===== src/rtl/shift_reg_pkg.sv =====
// Shared definitions for the universal shift register family: the mode
// encoding and small helpers that classify modes for the shift counter.
package shift_reg_pkg;

    typedef enum logic [2:0] {
        MODE_HOLD   = 3'b000,
        MODE_LOAD   = 3'b001,
        MODE_SHL    = 3'b010,
        MODE_SHR    = 3'b011,
        MODE_ROL    = 3'b100,
        MODE_ROR    = 3'b101,
        MODE_CLEAR  = 3'b110,
        MODE_PRESET = 3'b111
    } shift_mode_e;

    // Modes that move data by one position and therefore advance the counter.
    function automatic logic mode_is_shift(input shift_mode_e m);
        return (m == MODE_SHL) || (m == MODE_SHR) ||
               (m == MODE_ROL) || (m == MODE_ROR);
    endfunction

    // Modes that put a fresh word into the register and re-arm the counter.
    function automatic logic mode_is_reload(input shift_mode_e m);
        return (m == MODE_LOAD) || (m == MODE_CLEAR) || (m == MODE_PRESET);
    endfunction

endpackage


===== src/rtl/univ_shift_reg_sat_counter.sv =====
// Saturating up-counter with a registered at-max flag and a single-cycle
// pulse on the cycle the count first reaches MAX. Clear wins over increment.
module sat_counter #(
    parameter int MAX = 8,
    parameter int W   = 4
) (
    input  logic         clk,
    input  logic         rst_n,
    input  logic         clr,
    input  logic         inc,
    output logic [W-1:0] cnt,
    output logic         at_max,
    output logic         hit_pulse
);

    localparam logic [W-1:0] MAX_V = W'(MAX);

    logic [W-1:0] cnt_q, cnt_d;
    logic         at_max_q, at_max_d;
    logic         hit_q, hit_d;

    // Next count, saturation flag and first-arrival pulse.
    always_comb begin
        cnt_d = cnt_q;
        if (clr) begin
            cnt_d = '0;
        end else if (inc && (cnt_q != MAX_V)) begin
            cnt_d = cnt_q + 1'b1;
        end
        at_max_d = (cnt_d == MAX_V);
        // Only the step from MAX-1 to MAX fires; saturated shifts keep cnt_d == cnt_q.
        hit_d    = (cnt_d == MAX_V) && (cnt_q != MAX_V);
    end

    // Counter state registers.
    always_ff @(posedge clk or negedge rst_n) begin
        if (!rst_n) begin
            cnt_q    <= '0;
            at_max_q <= 1'b0;
            hit_q    <= 1'b0;
        end else begin
            cnt_q    <= cnt_d;
            at_max_q <= at_max_d;
            hit_q    <= hit_d;
        end
    end

    assign cnt       = cnt_q;
    assign at_max    = at_max_q;
    assign hit_pulse = hit_q;

endmodule


===== src/rtl/univ_shift_reg.sv =====
// WIDTH-bit universal shift register: hold, load, logical shift and rotate in
// both directions, clear and preset, with a shift counter and drained/done
// flags so the block can serialise or deserialise a word.
module univ_shift_reg
    import shift_reg_pkg::*;
#(
    parameter int               WIDTH     = 8,
    parameter logic [WIDTH-1:0] RESET_VAL = '0,
    localparam int              CNT_W     = $clog2(WIDTH + 1)
) (
    input  logic             clk,
    input  logic             rst_n,
    input  logic [2:0]       mode,
    input  logic [WIDTH-1:0] d,
    input  logic             sin_l,
    input  logic             sin_r,
    output logic [WIDTH-1:0] q,
    output logic             sout_msb,
    output logic             sout_lsb,
    output logic [CNT_W-1:0] shift_cnt,
    output logic             drained,
    output logic             done
);

    shift_mode_e      mode_e;
    logic [WIDTH-1:0] q_q, q_d;
    logic             cnt_clr;
    logic             cnt_inc;

    assign mode_e = shift_mode_e'(mode);

    // Mode-decoded next value of the data register.
    always_comb begin
        q_d = q_q;
        case (mode_e)
            MODE_HOLD:   q_d = q_q;
            MODE_LOAD:   q_d = d;
            MODE_SHL:    q_d = {q_q[WIDTH-2:0], sin_r};
            MODE_SHR:    q_d = {sin_l, q_q[WIDTH-1:1]};
            MODE_ROL:    q_d = {q_q[WIDTH-2:0], q_q[WIDTH-1]};
            MODE_ROR:    q_d = {q_q[0], q_q[WIDTH-1:1]};
            MODE_CLEAR:  q_d = '0;
            MODE_PRESET: q_d = RESET_VAL;
            // An unknown mode must poison the register rather than hold quietly.
            default:     q_d = {WIDTH{1'bx}};
        endcase
    end

    // Data register.
    always_ff @(posedge clk or negedge rst_n) begin
        if (!rst_n) begin
            q_q <= RESET_VAL;
        end else begin
            q_q <= q_d;
        end
    end

    // Counter control derived from the mode.
    always_comb begin
        cnt_clr = mode_is_reload(mode_e);
        cnt_inc = mode_is_shift(mode_e);
    end

    sat_counter #(
        .MAX (WIDTH),
        .W   (CNT_W)
    ) u_sat_counter (
        .clk       (clk),
        .rst_n     (rst_n),
        .clr       (cnt_clr),
        .inc       (cnt_inc),
        .cnt       (shift_cnt),
        .at_max    (drained),
        .hit_pulse (done)
    );

    assign q        = q_q;
    assign sout_msb = q_q[WIDTH-1];
    assign sout_lsb = q_q[0];

endmodule

===== config.mk =====
export PLATFORM = sky130hd
export DESIGN_NAME = univ_shift_reg
export DESIGN_NICKNAME = d
export VERILOG_FILES = /design/src/rtl/shift_reg_pkg.sv /design/src/rtl/univ_shift_reg_sat_counter.sv /design/src/rtl/univ_shift_reg.sv
export SDC_FILE = /design/constraint.sdc
export NUM_CORES = 1
export LEC_CHECK = 0
export ABC_AREA = 1
export BUFFER_PORTS_ARGS = -buffer_cell sky130_fd_sc_hd__buf_2
export CORE_MARGIN = 1
export CORE_UTILIZATION = 48
export CTS_CLUSTER_SIZE = 28
export DETAILED_ROUTE_END_ITERATION = 16
export PLACE_DENSITY_LB_ADDON = 0.12
export SYNTH_ARGS = -nofsm -noshare
export SYNTH_HDL_FRONTEND = slang
export SYNTH_SLANG_ARGS = --single-unit

===== constraint.sdc =====
create_clock -name clk -period 1.75 [get_ports clk]
set_input_delay 0.35 -clock clk [delete_from_list [all_inputs] [get_ports clk]]
set_output_delay 0.35 -clock clk [all_outputs]
set_load 0.02 [all_outputs]

After elaboration in Yosys (flattened, before gate mapping)
Cells that the tools add are included.
{"block": "word_totals", "reg_bits": 14, "latch_bits": 0, "mem_bits_rw": 0, "rom_bits": 0, "inputBits": 15, "out_inout_bits": 16, "wordCells": 26, "mem_count": 0}
{"block": "op_classes", "add_sub_neg": 1, "multipliers": 0, "div_mod_pow": 0, "magnitude_cmp": 0, "eq_ne": 9, "n_shift": 0, "mux": 3, "bitwise_logic": 0, "reduce_logical": 9}
{"cell": "$pmux W8 S6", "count": 1}
{"cell": "$eq A3 B3 Y1 const B", "count": 4}
{"cell": "$mux W4", "count": 2}
{"cell": "$eq A3 B2 Y1 const B", "count": 2}
{"cell": "$logic_or A1 B1 Y1", "count": 5}
{"cell": "$add A4 B1 Y4 const B", "count": 1}
{"cell": "$eq A4 B4 Y1 const B", "count": 1}
{"cell": "$ne A4 B4 Y1 const B", "count": 1}
{"cell": "$eq A3 B1 Y1 const B", "count": 1}
{"cell": "$logic_not A3 Y1", "count": 1}
{"cell": "$logic_and A1 B1 Y1", "count": 2}
{"cell": "$reduce_or A2 Y1", "count": 1}

Longest topological paths before layout
{"block": "depth", "ltp_word": 9, "depth_mapped": 9, "depth_no_buf": 9}

Cells and area by module
A second synthesis with hierarchy kept.
{"block": "hier_totals", "hier_cells": 142, "area_unflattened_um2": 955.9}
{"module": "univ_shift_reg", "instances": 1, "cells_each": 101, "area_each_um2": 628.1, "seq_area_each_um2": 200.2}
{"module": "sat_counter", "instances": 1, "cells_each": 41, "area_each_um2": 327.8, "seq_area_each_um2": 150.1}

Worst setup path before layout
No wires, ideal clock.
{"block": "synth_path", "path_kind": "register -> register", "start": "register u_sat_counter.cnt_q[0] (netlist: u_sat_counter.cnt[0])", "end": "register u_sat_counter.hit_q (netlist: u_sat_counter.hit_pulse)", "setup_time_ns": 0.080, "arrival_ns": 1.336, "required_time_ns": 1.670, "slack_ns": 0.334, "stages_incl_launch_ff": 10, "path_buffers": 0, "synth_period_minus_slack_ns": 1.416, "path_cell_list": "dfrtp_1 -> inv_1 -> ha_1 -> nand2_1 -> nor2_1 -> nor2_1 -> nand2_1 -> nand2_1 -> nand3_1 -> nor3_2"}
{"block": "synth_via", "elab_chain_len": 6, "elab_cells_between_ends": 7, "classes_between": "add/sub (1); eq/ne (2); mux (2); reduce/logical (2)"}
{"element": "start, declared", "line_no": "univ_shift_reg_sat_counter.sv:18", "rtl": "logic [W-1:0] cnt_q, cnt_d;"}
{"element": "start signal, assigned", "line_no": "univ_shift_reg_sat_counter.sv:42", "rtl": "cnt_q <= cnt_d;"}
{"element": "parallel branches: the longest is 5 deep, another holds $add A4 B1 Y4"}
{"element": "$logic_and A1 B1 Y1 (*)", "line_no": "univ_shift_reg_sat_counter.sv:32", "rtl": "hit_d = (cnt_d == MAX_V) && (cnt_q != MAX_V);"}
{"element": "net u_sat_counter.hit_d", "line_no": "univ_shift_reg_sat_counter.sv:20", "rtl": "logic hit_q, hit_d;"}
{"element": "end signal, assigned", "line_no": "univ_shift_reg_sat_counter.sv:44", "rtl": "hit_q <= hit_d;"}
{"element": "end, declared", "line_no": "univ_shift_reg_sat_counter.sv:20"}
Mark *: on every way through the listed nets, which the timed path passes.
A chain may end at the register's enable or synchronous reset.

Worst setup path after layout
{"block": "layout_path", "start": "register u_sat_counter.cnt_q[0] (netlist: u_sat_counter.cnt[0])", "end": "register u_sat_counter.at_max_q (netlist: u_sat_counter.at_max)"}
{"block": "layout_via", "elab_chain_len": 5, "elab_cells_between_ends": 6, "classes_between": "add/sub (1); eq/ne (2); mux (2); reduce/logical (1)"}
{"element": "parallel branches: the longest is 2 deep, another holds $add A4 B1 Y4"}
{"element": "$mux W4 (*)", "line_no": "univ_shift_reg_sat_counter.sv:27", "rtl": "end else if (inc && (cnt_q != MAX_V)) begin"}
{"element": "$mux W4 (*)", "line_no": "univ_shift_reg_sat_counter.sv:25", "rtl": "if (clr) begin"}
{"element": "$eq A4 B4 Y1 (*)", "line_no": "univ_shift_reg_sat_counter.sv:30", "rtl": "at_max_d = (cnt_d == MAX_V);"}
{"element": "net u_sat_counter.at_max_d", "line_no": "univ_shift_reg_sat_counter.sv:19", "rtl": "logic at_max_q, at_max_d;"}
{"element": "end signal, assigned", "line_no": "univ_shift_reg_sat_counter.sv:43", "rtl": "at_max_q <= at_max_d;"}
{"element": "end, declared", "line_no": "univ_shift_reg_sat_counter.sv:19"}
Marks and branches as above.

==> reports/qor.log <==
INFO  outcome        run_status=finished clean
INFO  clock_tree     buffers_inserted_by_post_cts_timing_repair=0
INFO  finish         finish.utilization=64.6%
INFO  timing         tightestPinTransition=0.326ns
INFO  power          power=943uW
INFO  timing         report.final.hold_viol_count=0
INFO  routing        ant_nets=0
INFO  timing         worst_case_clock_skew=0.000784ns
INFO  synthesis      ys_ff_latch=14
INFO  worst_setup_path reg2regPathDepth=8
INFO  power          p_leak=0.000609uW
INFO  clock_tree     worst_skew_pair.late_latency=0.28ns
INFO  worst_setup_path critical_path.startpoint_type=flip-flop
INFO  finish         areaGrowthSynthToFinish=23.8%
INFO  hold_path      min_from=d[2]
INFO  global_route   grt_max_degree=18
INFO  worst_setup_path timing.critical_path.arrival=1.75ns
INFO  synthesis      synth_nets=136
INFO  global_route   global_route.overflow_total=0
INFO  finish         diodes=0
INFO  placed_design  post-place-cells=171
INFO  routing        drt_iter0_markers=19
INFO  timing         timing.final.crit_share=88.3%
INFO  hold_path      holdPathStages=3
INFO  timing         drv_slew=0
INFO  timing         finalSetupViolations=0
INFO  synthesis      synth.cell_area=911um2
INFO  hold_path      worstHoldPathType=in2reg
INFO  clock_tree     cts_tree=done
INFO  placed_design  place.detailed.hpwl=1610um
INFO  synthesis      synthesis.area_per_instance=7.65um2
INFO  routing        route.vias.total=927
INFO  routing        routed_wl=2180um
INFO  routing        via_density=5.27
INFO  floorplanning  num_rows=15
INFO  global_route   global_route_wire_length_before_repair=3510um
INFO  worst_setup_path cp.required=1.96ns
INFO  worst_setup_path path_class=reg2reg
INFO  run            max_cap_viol_count=0
INFO  power          power.ir.vdd_worst=0.508mV
INFO  global_route   grt_use_total=23.9%
INFO  clock_tree     cts.path.max_buffers=2
INFO  timing         grt_setup_unrepaired=false
INFO  synthesis      synth-warning-count=0
INFO  floorplanning  io_pins=31
INFO  routing        dr.pass1.iters=4
INFO  global_route   grt_pass1_vias=818
INFO  synthesis      postSynthCellCount=119
INFO  placed_design  place.port_buffers=30
INFO  worst_setup_path critPathMaxFanout=6
INFO  finish         final_net_count=169
INFO  finish         layout.cells.most_common_list=sky130_fd_sc_hd__nand3_1, sky130_fd_sc_hd__buf_2, sky130_fd_sc_hd__nand2_1
INFO  floorplanning  die_area=2080um2
INFO  finish         nFillCells=155
INFO  timing         min_period=1.54ns
INFO  finish         layout.cells.most_common=sky130_fd_sc_hd__nand3_1
INFO  clock_tree     clock-root-buffer=sky130_fd_sc_hd__clkbuf_4
INFO  floorplanning  die_h=45.6um
INFO  floorplanning  core_area=1750um2
INFO  floorplanning  die_width=45.6um
INFO  placed_design  finalWeightedCongestion=0.824
INFO  clock_tree     clkSlewWorstSetupHoldPaths=0.09ns
INFO  routing        routed_wire_length_per_instance=12.4um
INFO  timing         finalHoldWorstSlack=0.316ns
INFO  timing         max_clock_freq=0.647GHz
INFO  worst_setup_path r2r_setup_slack=0.21ns
INFO  worst_setup_path regToRegEndpoint=u_sat_counter.at_max$_DFF_PN0_
INFO  finish         final_cell_count_no_fill=176
INFO  worst_setup_path worstReg2RegStart=u_sat_counter.cnt[0]$_DFF_PN0_
INFO  global_route   antenna_found_initial=0
INFO  clock_tree     cts-htree-levels=1
INFO  timing         timing.slew.headroom=78.3%
INFO  hold_path      worstHoldEndpoint=q[2]$_DFFE_PN0P_
INFO  worst_setup_path crit_path_end_kind=flip-flop
INFO  clock_tree     clock_sink_count=14
INFO  synthesis      synth.yosys.seq_area_share=38.5%
INFO  floorplanning  initial_standard_cell_utilization_of_the_core=52.2%
INFO  clock_tree     total_clock_buffers_created_by_cts=3
INFO  power          powerDensity=836nW/um2
INFO  finish         drive_gt1_share=33.1%
INFO  synthesis      yosysUniqueCellTypes=21
INFO  timing         setup_total_negative_slack=0ns
INFO  routing        drc=0
## stage by stage
stage,instance area [um2],setup WS (ns)
final,1130,0.205
after global routing,1130,0.0964
after CTS,1130,0.248
after detailed placement,1080,0.274
after global placement,1080,0.296
after floorplan,911,0.334
## worst max-delay path by stage
stage	from	endpoint	slack (ns)
after CTS	u_sat_counter.cnt[0]$_DFF_PN0_	u_sat_counter.hit_pulse$_DFF_PN0_	0.25
after global routing	u_sat_counter.cnt[0]$_DFF_PN0_	u_sat_counter.hit_pulse$_DFF_PN0_	0.1
after detailed placement	u_sat_counter.cnt[0]$_DFF_PN0_	u_sat_counter.at_max$_DFF_PN0_	0.27
after global placement	u_sat_counter.cnt[0]$_DFF_PN0_	u_sat_counter.hit_pulse$_DFF_PN0_	0.30
after floorplan	u_sat_counter.cnt[0]$_DFF_PN0_	u_sat_counter.hit_pulse$_DFF_PN0_	0.33
final	u_sat_counter.cnt[0]$_DFF_PN0_	u_sat_counter.at_max$_DFF_PN0_	0.21
## Yosys cell counts (all sizes together)
| library cell | instances | area [um2] |
|---|---|---|
| a21oi | 3 | 18.8 |
| o21ai | 2 | 10.0 |
| nor2 | 6 | 53.8 |
| nand3 | 33 | 175 |
| nand2 | 27 | 111 |
| inv | 13 | 48.8 |
| nor3 | 3 | 20.0 |
| a21boi | 1 | 7.51 |
| buf | 6 | 33.8 |
| ha | 2 | 25.0 |
| nand4 | 9 | 56.3 |
| dfrtp | 14 | 350 |
## where the power goes
part	switching [uW]	internal, uW
logic	195	105
registers	47.3	361
clock network	108	127
## state kept, by name, indices dropped and copies added, names as in the netlist
signal / flops
q: 8
u_sat_counter.cnt: 4
u_sat_counter.at_max: 1
u_sat_counter.hit_pulse: 1
## logic make-up (layout without fill, tap and decap cells)
group / count (synthesis) / in the layout / synth area share, %
DFF: 14 / 14 / 38.5
and+or+nand+nor: 78 / 78 / 45.7
adders and majority gates: 2 / 2 / 2.75
buffers and inverters: 19 / 51 / 9.06
AOI/OAI and AO/OA: 6 / 6 / 3.98
## layer usage
layer / vias to the layer above / GRT usage, % / part of all wire, %
met2: 31 / 36.0 / 46
met3: 4 / 4.76 / 5.3
li1: 465 / - / -
met1: 427 / 33.7 / 47
met5: - / 0 / 0
met4: 0 / 9.09 / 1.1
## cell type report
class / instances / area (um2) / share of cell area (%)
timing repair buffer: 34 / 183 / 16.2
inverter: 13 / 48.8 / 4.33
clock buffer: 4 / 36.3 / 3.22
multi-input combinational: 86 / 478 / 42.4
tap: 25 / 31.3 / 2.77
sequential: 14 / 350 / 31.1
## what timing repair did
action                                 CTS  global route
hold buffers                             1             0
gates resized for setup                  0             0
endpoints found under the hold margin   14             0
## critical path, stage by stage (launching register included)
cell                      delay [ns]
sky130_fd_sc_hd__dfrtp_1        0.45
sky130_fd_sc_hd__inv_1          0.10
sky130_fd_sc_hd__ha_1           0.18
sky130_fd_sc_hd__nand3_1        0.15
sky130_fd_sc_hd__nand3_1        0.17
sky130_fd_sc_hd__nand2_1        0.08
sky130_fd_sc_hd__nand2_1        0.07
sky130_fd_sc_hd__nand3_1        0.12
sky130_fd_sc_hd__nor2_1         0.14
(Power assumes the default switching activity.)
